===== config.mk =====
export PLATFORM = sky130hd
export DESIGN_NAME = writeback_arb
export DESIGN_NICKNAME = d
export VERILOG_FILES = /design/src/rtl/writeback_arb.sv
export SDC_FILE = /design/constraint.sdc
export NUM_CORES = 1
export LEC_CHECK = 0
export CAP_MARGIN = 20
export CORE_ASPECT_RATIO = 0.9
export CORE_MARGIN = 2
export CORE_UTILIZATION = 45
export DETAILED_ROUTE_END_ITERATION = 12
export GPL_TIMING_DRIVEN = 0
export PLACE_DENSITY = 0.62
export SYNTH_ARGS = -nofsm -noshare
export SYNTH_HDL_FRONTEND = slang
export SYNTH_SLANG_ARGS = --single-unit

===== constraint.sdc =====
create_clock -name clk_i -period 6.1 [get_ports clk_i]
set_input_delay 1.22 -clock clk_i [delete_from_list [all_inputs] [get_ports clk_i]]
set_output_delay 1.22 -clock clk_i [all_outputs]
set_load 0.01 [all_outputs]

===== src/rtl/writeback_arb.sv =====
// writeback_arb
// Multi-channel writeback stage. Each producer channel feeds its own FIFO.
// A round-robin arbiter retires one buffered instruction per cycle into a
// registered register-file write port and a retire trace.
//
// Optional feature macro: WB_INSTRET_EN
//   defined   : 64-bit retire counter on instret_o
//   undefined : no counter flops, instret_o tied to 0
//
// Ports:
//   clk_i, rst_ni   clock / asynchronous active-low reset
//   flush_i         drop every buffered entry plus this cycle's push and grant
//   ch_valid_i      per-channel entry valid
//   ch_ready_o      per-channel FIFO not full (state only)
//   ch_rd_we_i      per-channel destination write enable
//   ch_rd_s_i       per-channel destination index, packed NCH*RW
//   ch_rd_v_i       per-channel result, packed NCH*XLEN
//   ch_pc_i         per-channel debug PC, packed NCH*XLEN
//   ch_instr_i      per-channel debug instruction, packed NCH*32
//   rf_we_o         registered regfile write enable (x0 suppressed)
//   rf_rd_s_o       registered regfile write index
//   rf_rd_v_o       registered regfile write data
//   ret_valid_o     one instruction retired this cycle
//   ret_ch_o        channel that retired
//   ret_pc_o        retired PC
//   ret_instr_o     retired instruction
//   instret_o       retire counter
module writeback_arb #(
    parameter int NCH   = 3,
    parameter int DEPTH = 4,
    parameter int XLEN  = 32,
    parameter int RW    = 5,
    localparam int CHW  = (NCH > 1) ? $clog2(NCH) : 1
) (
    input  logic                clk_i,
    input  logic                rst_ni,
    input  logic                flush_i,
    input  logic [NCH-1:0]      ch_valid_i,
    output logic [NCH-1:0]      ch_ready_o,
    input  logic [NCH-1:0]      ch_rd_we_i,
    input  logic [NCH*RW-1:0]   ch_rd_s_i,
    input  logic [NCH*XLEN-1:0] ch_rd_v_i,
    input  logic [NCH*XLEN-1:0] ch_pc_i,
    input  logic [NCH*32-1:0]   ch_instr_i,
    output logic                rf_we_o,
    output logic [RW-1:0]       rf_rd_s_o,
    output logic [XLEN-1:0]     rf_rd_v_o,
    output logic                ret_valid_o,
    output logic [CHW-1:0]      ret_ch_o,
    output logic [XLEN-1:0]     ret_pc_o,
    output logic [31:0]         ret_instr_o,
    output logic [63:0]         instret_o
);

    localparam int PW = $clog2(DEPTH);
    localparam int CW = PW + 1;

    // FIFO storage, no reset needed: occupancy is tracked by count/pointers.
    logic            mem_we    [NCH][DEPTH];
    logic [RW-1:0]   mem_s     [NCH][DEPTH];
    logic [XLEN-1:0] mem_v     [NCH][DEPTH];
    logic [XLEN-1:0] mem_pc    [NCH][DEPTH];
    logic [31:0]     mem_instr [NCH][DEPTH];

    logic [PW-1:0]   wr_ptr [NCH];
    logic [PW-1:0]   rd_ptr [NCH];
    logic [CW-1:0]   count  [NCH];
    logic [CHW-1:0]  rr_ptr;

    logic [NCH-1:0]  rdy;
    logic [NCH-1:0]  nonempty;
    logic [NCH-1:0]  push;
    logic [NCH-1:0]  pop;
    logic            gnt_any;
    logic [CHW-1:0]  gnt_idx;

    logic            sel_we;
    logic [RW-1:0]   sel_s;
    logic [XLEN-1:0] sel_v;
    logic [XLEN-1:0] sel_pc;
    logic [31:0]     sel_instr;

    always_comb begin
        rdy      = '0;
        nonempty = '0;
        push     = '0;
        for (int c = 0; c < NCH; c++) begin
            rdy[c]      = (count[c] < CW'(DEPTH));
            nonempty[c] = (count[c] != '0);
            push[c]     = ch_valid_i[c] && rdy[c] && !flush_i;
        end
    end

    assign ch_ready_o = rdy;

    // First non-empty channel scanning upward from rr_ptr, wrapping at NCH.
    always_comb begin
        int k;
        k       = 0;
        gnt_any = 1'b0;
        gnt_idx = '0;
        for (int i = 0; i < NCH; i++) begin
            k = (int'(rr_ptr) + i) % NCH;
            if (!gnt_any && nonempty[k[CHW-1:0]]) begin
                gnt_any = 1'b1;
                gnt_idx = k[CHW-1:0];
            end
        end
    end

    always_comb begin
        pop = '0;
        for (int c = 0; c < NCH; c++) begin
            pop[c] = gnt_any && !flush_i && (gnt_idx == CHW'(c));
        end
    end

    assign sel_we    = mem_we[gnt_idx][rd_ptr[gnt_idx]];
    assign sel_s     = mem_s[gnt_idx][rd_ptr[gnt_idx]];
    assign sel_v     = mem_v[gnt_idx][rd_ptr[gnt_idx]];
    assign sel_pc    = mem_pc[gnt_idx][rd_ptr[gnt_idx]];
    assign sel_instr = mem_instr[gnt_idx][rd_ptr[gnt_idx]];

    always_ff @(posedge clk_i) begin
        for (int c = 0; c < NCH; c++) begin
            if (push[c]) begin
                mem_we[c][wr_ptr[c]]    <= ch_rd_we_i[c];
                mem_s[c][wr_ptr[c]]     <= ch_rd_s_i[c*RW +: RW];
                mem_v[c][wr_ptr[c]]     <= ch_rd_v_i[c*XLEN +: XLEN];
                mem_pc[c][wr_ptr[c]]    <= ch_pc_i[c*XLEN +: XLEN];
                mem_instr[c][wr_ptr[c]] <= ch_instr_i[c*32 +: 32];
            end
        end
    end

    // Pointers wrap naturally because DEPTH is a power of two.
    always_ff @(posedge clk_i or negedge rst_ni) begin
        if (!rst_ni) begin
            for (int c = 0; c < NCH; c++) begin
                wr_ptr[c] <= '0;
                rd_ptr[c] <= '0;
                count[c]  <= '0;
            end
        end else if (flush_i) begin
            for (int c = 0; c < NCH; c++) begin
                wr_ptr[c] <= '0;
                rd_ptr[c] <= '0;
                count[c]  <= '0;
            end
        end else begin
            for (int c = 0; c < NCH; c++) begin
                if (push[c]) wr_ptr[c] <= wr_ptr[c] + PW'(1);
                if (pop[c])  rd_ptr[c] <= rd_ptr[c] + PW'(1);
                case ({push[c], pop[c]})
                    2'b10:   count[c] <= count[c] + CW'(1);
                    2'b01:   count[c] <= count[c] - CW'(1);
                    default: count[c] <= count[c];
                endcase
            end
        end
    end

    always_ff @(posedge clk_i or negedge rst_ni) begin
        if (!rst_ni) begin
            rr_ptr <= '0;
        end else if (flush_i) begin
            rr_ptr <= '0;
        end else if (gnt_any) begin
            rr_ptr <= (gnt_idx == CHW'(NCH - 1)) ? '0 : gnt_idx + CHW'(1);
        end
    end

    // Payload registers hold their last value; only valid/we clear when idle.
    always_ff @(posedge clk_i or negedge rst_ni) begin
        if (!rst_ni) begin
            ret_valid_o <= 1'b0;
            rf_we_o     <= 1'b0;
            rf_rd_s_o   <= '0;
            rf_rd_v_o   <= '0;
            ret_ch_o    <= '0;
            ret_pc_o    <= '0;
            ret_instr_o <= '0;
        end else if (flush_i || !gnt_any) begin
            ret_valid_o <= 1'b0;
            rf_we_o     <= 1'b0;
        end else begin
            ret_valid_o <= 1'b1;
            rf_we_o     <= sel_we && (sel_s != '0);
            rf_rd_s_o   <= sel_s;
            rf_rd_v_o   <= sel_v;
            ret_ch_o    <= gnt_idx;
            ret_pc_o    <= sel_pc;
            ret_instr_o <= sel_instr;
        end
    end

`ifdef WB_INSTRET_EN
    logic [63:0] instret_q;

    // Advances on the same edge that raises ret_valid_o; flush keeps the count.
    always_ff @(posedge clk_i or negedge rst_ni) begin
        if (!rst_ni) begin
            instret_q <= '0;
        end else if (!flush_i && gnt_any) begin
            instret_q <= instret_q + 64'd1;
        end
    end

    assign instret_o = instret_q;
`else
    assign instret_o = '0;
`endif

endmodule


# After elaboration in Yosys (flattened, before gate mapping)
# Memory sizes are Yosys's and may differ from the RTL's.
# Cells that the tools add are included.
totals:
  output_inout_bits: 172
  n_memories: 5
  register_bits: 128
  mem_bits_rw: 1224
  in_bits: 312
mem_list:
  columns: ["memory", "words", "word_bits", "read_ports", "rd_clocked_by_memory_dff", "write_ports", "line_no", "source"]
  rows:
  - ["mem_instr", 3, 128, 1, 0, 3, "63", "logic [31:0] mem_instr [NCH][DEPTH];"]
  - ["mem_pc", 3, 128, 1, 0, 3, "62", "logic [XLEN-1:0] mem_pc [NCH][DEPTH];"]
  - ["mem_v", 3, 128, 1, 0, 3, "61", "logic [XLEN-1:0] mem_v [NCH][DEPTH];"]
  - ["mem_s", 3, 20, 1, 0, 3, "60", "logic [RW-1:0] mem_s [NCH][DEPTH];"]
  - ["mem_we", 3, 4, 1, 0, 3, "59", "logic mem_we [NCH][DEPTH];"]
classes:
  n_lt_le_gt_ge: 14
  n_mux: 77
  div_mod_pow: 3
  add_sub_neg: 15
  n_bitwise: 5
  reduce_logical: 36
  n_eq_ne: 8
op_table:
  columns: ["operator", "n"]
  rows:
  - ["128-bit two-way mux", 3]
  - ["32-bit two-way mux", 9]
  - ["32-bit binary-select mux with 2-bit select", 3]
  - ["32-bit demux with 2-bit select", 3]
  - ["32-bit by 3-bit remainder unit with 32-bit output, second input constant", 2]
  - ["20-bit two-way mux", 3]
  - ["3-bit by 3-bit remainder unit with 32-bit output, second input constant", 1]
  - ["5-bit demux with 2-bit select", 3]
  - ["2-bit two-way mux", 14]
  - ["5-bit two-way mux", 5]
  - ["3-bit one-hot mux with 2 select lines", 3]
  - ["3-bit nonzero test", 6]
  - ["1-bit logical AND", 16]
  - ["1-bit two-way mux", 16]
  - ["3-bit greater-or-equal comparator, second input constant", 5]
  - ["2-bit NOT with 3-bit output", 5]
  - ["2-bit by 1-bit adder with 2-bit output, second input constant", 7]
  - ["2-bit nonzero test", 7]
  - ["4-bit two-way mux", 3]
  - ["6-bit two-way mux", 2]
  - ["5-bit binary-select mux with 2-bit select", 1]
  - ["3-bit by 1-bit adder with 3-bit output, second input constant", 3]
  - ["2-bit by 3-bit less-than comparator with 1-bit output, second input constant", 3]
  - ["3-bit by 1-bit less-than comparator with 1-bit output, second input constant", 3]
  - ["14 further kinds", 32]

# Longest topological paths before layout
# Gate-level depths: netlist of run 1.
logic_depth:
  ltp_word: 21
  ltp_mapped: 15
  mapped_depth_nobuf: 13

# Worst setup path before layout of run 1
# Ideal clock, no wire load.
synth_timing:
  path_type: "input-to-reg"
  from: "in ch_valid_i[0]"
  to: "mem mem_instr[0][0] (netlist name) (enable)"
  path_slack_ns: 1.434
  stages: 4
  arrival_ns: 4.194
  setup_time_ns: 0.473
  required_ns: 5.627
  path_cell_list: "nor2b_1 clkbuf_1 nor2b_1 and2_1"
synth_lines:
  columns: ["element", "line_no", "source"]
  rows:
  - ["start, declared", "38", "input logic [NCH-1:0] ch_valid_i,"]
  - ["end, declared", "63", null]

# Worst setup path in the final report of run 1
layout_timing:
  from: "reg rr_ptr[0]"
  to: "reg rf_we_o"
layout_via:
  elab_chain_len: 21
layout_rtl:
  columns: ["element", "line_no", "source"]
  rows:
  - ["start, declared", "68", "logic [CHW-1:0] rr_ptr;"]
  - ["start signal, assigned", "169", "rr_ptr <= (gnt_idx == CHW'(NCH - 1)) ? '0 : gnt_idx + CHW'(1);"]
  - ["branches (longest 20 deep; another with 32-bit by 3-bit remainder unit with 32-bit output)", null, null]
  - ["1-bit two-way mux *", "183", "end else if (flush_i || !gnt_any) begin"]
  - ["end signal, assigned", "188", "rf_we_o <= sel_we && (sel_s != '0);"]
  - ["end, declared", "45", "output logic rf_we_o,"]
# Every way passes the cells marked *. The select of a mux whose other input is x is not followed.
# A chain may end at the register's enable or synchronous reset.

==> flow_summary_export.csv, run 1 <==
group,metric,value,unit
timing,fmax,197,MHz
timing,whs,0.454,ns
power,powerDensity,556,nW/um^2
timing,slew_headroom,19.6,%
timing,post-route-min-period,5.08,ns
critical_path,worstSetupStartpointType,"flip-flop",
grt,grt_pass1_vias,32171,
synth,synth_area_per_cell,15.8,um^2
power,p_leak,21.1,nW
outcome,status,"finished, final reports clean",
synth,ys_seq_area_share,77.8,%
route,first_pass_iters,6,
critical_path,critical-path-top-delay-family,"buffers and inverters",
die,core_area,113000,um^2
die,boundaryPins,484,
die,start_util,45.4,%
grt,grt_overflow,0,
grt,antenna_found_initial,34,
synth,syn_area,51400,um^2
synth,synth_compound_area_share,11.7,%
cts,path_clk_slew,0.06,ns
cts,cts.path.max_buffers,3,
critical_path,endpoint_kind,"flip-flop",
route,antenna_left,0,
cts,holdBufCountCts,0,
grt,grt_pass1_wl,236000,um
placement,dpl.hpwl,107000,um
layout,drive_gt1_share,10.6,%
layout,syn_to_final_growth,22.5,%
layout,fin_cells,5514,
synth,yosysUniqueCellTypes,56,
critical_path,critical_path.cell_chain,"inv_1 -> ha_1 -> clkbuf_1 -> nand3_1 -> o211ai_1 -> nor2_2 -> buf_2 -> buf_2 -> buf_1 -> a22oi_1 -> nand3_1 -> a31oi_1 -> a31oi_1",
synth,synth_area_leaders,"edfxtp_1, dfrtp_1, a22oi_1, a311oi_1, nand2_1",
route,wl_per_cell,31.0,um
synth,syn_inst,3251,
timing,worst_pin_slew,1.21,ns
job,max_cap_violations,0,
worst_hold_path,hp-class,"in -> async",
layout,final_common_cell,"edfxtp_1",
route,drc,0,
timing,fin_worst_skew,0.0245,ns
placement,gp_congestion,0.825,
die,rows,117,
cts,cts_made_buffers,138,
timing,min_period_over_period,83.2,%
synth,synth_top_family_by_area,"compound AO/OA/AOI/OAI gates",
die,die_h,325,um
die,die_x,360,um
synth,synthFlopType,"edfxtp_1",
synth,yosysTopAreaCell,"edfxtp_1",
synth,synthMuxAreaShare,0.241,%
timing,slew_violations,0,
cts,htreeDepth,4,
route,drt_iter0_markers,4449,
synth,yosys.area_share.simple,6.37,%
synth,synthXorXnorAreaFrac,0.239,%
layout,layout_common_cells,"edfxtp_1, clkdlybuf4s50_1, nand2_1",
placement,dp.cells,5248,
critical_path,critPathMaxStageDelay,0.88,ns
synth,synth_top_area_share,71.5,%
cts,tritoncts,"built",
cts,post_cts_buffers,0,
synth,ys_warn_count,0,
timing,setup_tns,0,ns
critical_path,worstSetupPathType,"reg -> reg",
synth,synth-seq-cells,1352,
timing,setup_viol_count_final,0,
layout,fin_nets,4230,
critical_path,cp_max_fo,10,
grt,grt_start_max_net_pins,74,
grt,grt_usage,28.7,%
cts,clock_latency,0.76,ns
critical_path,worst_ep_arrival_time,5.70,ns
placement,port-buffer-count,418,
cts,clockRootBuffer,"clkbuf_16",
critical_path,critPathSlowestCell,"nor2_2",
layout,nFillCells,8987,
critical_path,crit_buf_inv,5,
power,vdd_drop_max,0.000352,V
cts,ctsResizeCount,0,
route,vias,33251,
timing,rsz0062_at_grt,"false",
die,die_area,117000,um^2
synth,synthAdderAreaFrac,0.499,%
synth,synth_edf_count,1224,
cts,cts_sinks,1352,
critical_path,crit_required,6.72,ns
route,viasPerCell,6.03,
synth,async_reset_ff_share,9.47,%
timing,hold_viol,0,
route,routed_wl,171000,um
## path summary, 6_finish.rpt
check                                  start  slack (ns)        endpoint  depth (start not counted)
worst max-delay path               rr_ptr[0]        1.02         rf_we_o                         13
max in group asynchronous             rst_ni        4.76     ret_pc_o[2]                          2
worst min-delay path                  rst_ni        0.45  ret_instr_o[2]                          1
worst max register to register     rr_ptr[0]        1.02         rf_we_o                         13
worst min register to register  rf_rd_s_o[3]        0.48    rf_rd_s_o[3]                          2
min in group clk_i              rf_rd_s_o[3]        0.48    rf_rd_s_o[3]                          2
## final cells by class
| cell class | count | area (um^2) | share of cell area [%] |
|---|---|---|---|
| inverters | 22 | 82.6 | 0.131 |
| clock buffers | 198 | 3990 | 6.33 |
| repair buffers | 447 | 4920 | 7.82 |
| plain buffers | 300 | 1540 | 2.44 |
| clock inverters | 56 | 515 | 0.819 |
| diodes | 12 | 30.0 | 0.0477 |
| multi-input cells | 1640 | 10100 | 16.0 |
| flip-flops and latches | 1352 | 40000 | 63.5 |
| well taps | 1487 | 1860 | 2.95 |
## registers in the layout (all words and copies together), names as in the netlist, 9 cells and up
register     cells
mem_pc         384
ret_instr_o     32
count            9
mem_v          384
ret_pc_o        32
mem_instr      384
mem_we          12
mem_s           60
rf_rd_v_o       32
## Yosys cell counts, types with 21 or more instances
master,instances
buf_4,70
inv_1,21
a22o_1,100
buf_2,99
a22oi_1,296
nand2_1,311
dfrtp_1,128
nand3_1,202
clkbuf_1,113
a211oi_1,103
edfxtp_1,1224
a311oi_1,196
nor2_1,232
## through the flow
stage | power (W) | setup WS [ns] | instance area (um^2) | util [%]
after global routing | 0.0363 | 0.902 | 62900 | 55.6
after floorplan | 0.0196 | 1.43 | 51600 | -
after detailed placement | 0.0265 | 1.21 | 58400 | 51.6
after CTS | 0.0348 | 1.18 | 62900 | 55.6
after global placement | 0.0264 | -3.36 | 57700 | 51.0
final | 0.0350 | 1.02 | 63000 | 55.6
## worst register-to-register path: stages (launching register included)
cell and delay [ns]:
dfrtp_1 0.35, inv_1 0.06, ha_1 0.28, clkbuf_1 0.20
nand3_1 0.15, o211ai_1 0.24, nor2_2 0.88, buf_2 0.41
buf_2 0.52, buf_1 0.82, a22oi_1 0.20, nand3_1 0.16
a31oi_1 0.27, a31oi_1 0.39
## power breakdown
group	leakage [nW]	switching, W	internal [W]
Sequential	12.6	0.000403	0.0111
Combinational	6.36	0.0107	0.00442
Clock	2.20	0.00350	0.00489
## logic make-up after synthesis
group | count (synthesis)
xor gates and xnor gates | 14
buffers and inverters | 322
other | 1
and+or+nand+nor | 781
AOI/OAI and AO/OA | 750
adders and majority gates | 19
muxes | 12
DFF | 1352
## metal layers
layer,vias to the layer above,wire length [um],track usage (%),share of wire (%)
met5,-,257,0,0.15
met4,42,5760,10.7,3.4
met3,367,20300,7.93,12
met2,2137,76800,43.3,45
met1,16637,67800,39.9,40
li1,14068,-,-,-
(Power assumes the default switching activity.)
==> run 2: changes to the inputs <==
--- a/config.mk
+++ b/config.mk
@@ -11,7 +11,7 @@
 export CORE_UTILIZATION = 45
 export DETAILED_ROUTE_END_ITERATION = 12
 export GPL_TIMING_DRIVEN = 0
-export PLACE_DENSITY = 0.62
+export PLACE_DENSITY = 0.65
 export SYNTH_ARGS = -nofsm -noshare
 export SYNTH_HDL_FRONTEND = slang
 export SYNTH_SLANG_ARGS = --single-unit
==> constraint.sdc (replaced) <==
create_clock -name clk_i -period 4.42 [get_ports clk_i]
set_input_delay 0.884 -clock clk_i [delete_from_list [all_inputs] [get_ports clk_i]]
set_output_delay 0.884 -clock clk_i [all_outputs]
set_load 0.01 [all_outputs]
==> flow_summary_export.csv, run 2 (synthesized netlist as in run 1, its figures left out) <==
group,metric,value,unit
route,antenna_left,0,
timing,worst_pin_slew,0.969,ns
route,vias,33564,
route,wl_per_cell,31.0,um
critical_path,crit_required,5.04,ns
critical_path,endpoint_kind,"flip-flop",
grt,grt_start_max_net_pins,73,
timing,min_period_over_period,95.6,%
placement,port-buffer-count,418,
layout,syn_to_final_growth,22.8,%
timing,hold_viol,0,
critical_path,worstSetupPathType,"reg -> reg",
grt,grt_use_met2,43.1,%
layout,drive_gt1_share,10.9,%
route,drc,0,
power,vdd_drop_max,0.000486,V
power,powerDensity,770,nW/um^2
die,core_area,113000,um^2
route,routed_wl,171000,um
grt,grtUsageMet1,38.6,%
cts,clock_latency,0.77,ns
layout,regArea,40000,um^2
route,first_pass_iters,6,
critical_path,worstSetupStartpointType,"flip-flop",
grt,grt_usage,28.7,%
die,die_x,360,um
grt,top_usage_layer,"met2",
die,rows,117,
cts,cts.path.max_buffers,3,
grt,met3_usage,9.40,%
critical_path,cp_max_fo,11,
cts,cts_sinks,1352,
cts,tritoncts,"built",
die,boundaryPins,484,
layout,multi_input_area,10100,um^2
power,total_power,0.0486,W
timing,slew_headroom,35.4,%
job,max_cap_violations,0,
die,die_area,117000,um^2
timing,rsz0062_at_grt,"false",
die,start_util,45.4,%
layout,final_common_cell,"edfxtp_1",
outcome,status,"finished, final reports clean",
timing,setup_viol_count_final,0,
critical_path,worst_ep_arrival_time,4.84,ns
layout,fin_cells,5536,
placement,dpl.hpwl,107000,um
placement,gp_congestion,0.817,
placement,dp_slack,-0.354,ns
grt,grt_pass1_wl,236000,um
layout,nFillCells,8856,
timing,fin_worst_skew,0.0205,ns
timing,whs,0.0570,ns
cts,clockRootBuffer,"clkbuf_16",
route,viasPerCell,6.06,
cts,path_clk_slew,0.06,ns
timing,post-route-min-period,4.23,ns
worst_hold_path,hp-class,"in -> async",
layout,layout_common_cells,"edfxtp_1, clkdlybuf4s50_1, nand2_1",
layout,fin_nets,4235,
die,die_h,325,um
timing,slew_violations,0,
timing,fin_ws,0.195,ns
grt,grt_pass1_vias,32763,
cts,htreeDepth,4,
placement,dp.cells,5248,
power,p_leak,21.2,nW
timing,setup_tns,0,ns
grt,antenna_found_initial,49,
grt,grt_overflow,0,
route,drt_iter0_markers,4696,
cts,holdBufCountCts,0,
timing,fmax,237,MHz
cts,cts_made_buffers,138,
-- run 2: cell count changes in the layout (fill, tap and decap cells not counted), sizes merged --
cell,delta
clkbuf,-7
diode,+14
clkinvlp,+1
bufinv,+3
inv,+3
clkinv,+9
buf,-1
-- run 2: worst max-delay path, stage by stage (launching register included) --
cell	delay, ns
dfrtp_1	0.35
inv_1	0.06
ha_1	0.28
clkbuf_1	0.20
a2111o_1	0.40
a21oi_1	0.28
buf_4	0.24
o211ai_2	0.15
o31ai_4	0.11
buf_12	0.17
buf_4	0.17
buf_4	0.29
buf_6	0.25
buf_2	0.33
nand3_1	0.11
a311oi_1	0.57
nor2_1	0.10
-- run 2: per-layer routing --
| metal | vias to the layer above | share of wire (%) | routed length [um] |
|---|---|---|---|
| li1 | 14099 | - | - |
| met1 | 16713 | 38 | 65900 |
| met3 | 378 | 13 | 22100 |
| met5 | - | 0.18 | 313 |
| met2 | 2326 | 45 | 77700 |
| met4 | 48 | 3.1 | 5370 |
-- run 2: final timing paths --
kind | from | to | slack (ns) | depth (start not counted)
worst min register to register | rf_rd_s_o[4] | rf_rd_s_o[4] | 0.49 | 2
worst max register to register | rr_ptr[0] | rf_rd_v_o[7] | 0.19 | 16
max in group asynchronous | rst_ni | ret_pc_o[2] | 3.51 | 2
min in group clk_i | rf_rd_s_o[4] | rf_rd_s_o[4] | 0.49 | 2
worst max-delay path | rr_ptr[0] | rf_rd_v_o[7] | 0.19 | 16
worst min-delay path | rst_ni | ret_instr_o[3] | 0.06 | 1
-- run 2: timing repair --
item / in CTS / in global routing
buffers inserted: 3 / 2
pin swaps: 1 / 1
endpoints found under the setup margin: 99 / 104
gates resized for setup: 2 / 16
-- run 2: report_power, final --
group / total [W] / leakage, nW / internal [W] / switching, W
Combinational: 0.0211 / 6.40 / 0.00621 / 0.0149
Sequential: 0.0159 / 12.6 / 0.0153 / 0.000546
Clock: 0.0116 / 2.20 / 0.00667 / 0.00495
-- run 2: cell type report --
class	count	area share [%]
Antenna cell	26	0.103
Buffer	300	2.46
Clock buffer	185	5.95
Clock inverter	72	1.19
Inverter	22	0.131
Multi-Input combinational cell	1640	16.0
Sequential cell	1352	63.3
Tap cell	1487	2.95
Timing Repair Buffer	452	7.86
-- run 2: through the flow --
stage                     cell area, um^2  util [%]
after detailed placement            58400      51.6
after global placement              57700      51.0
after global routing                63100      55.7
after CTS                           63000      55.6
after floorplan                     51600         -
final                               63100      55.7
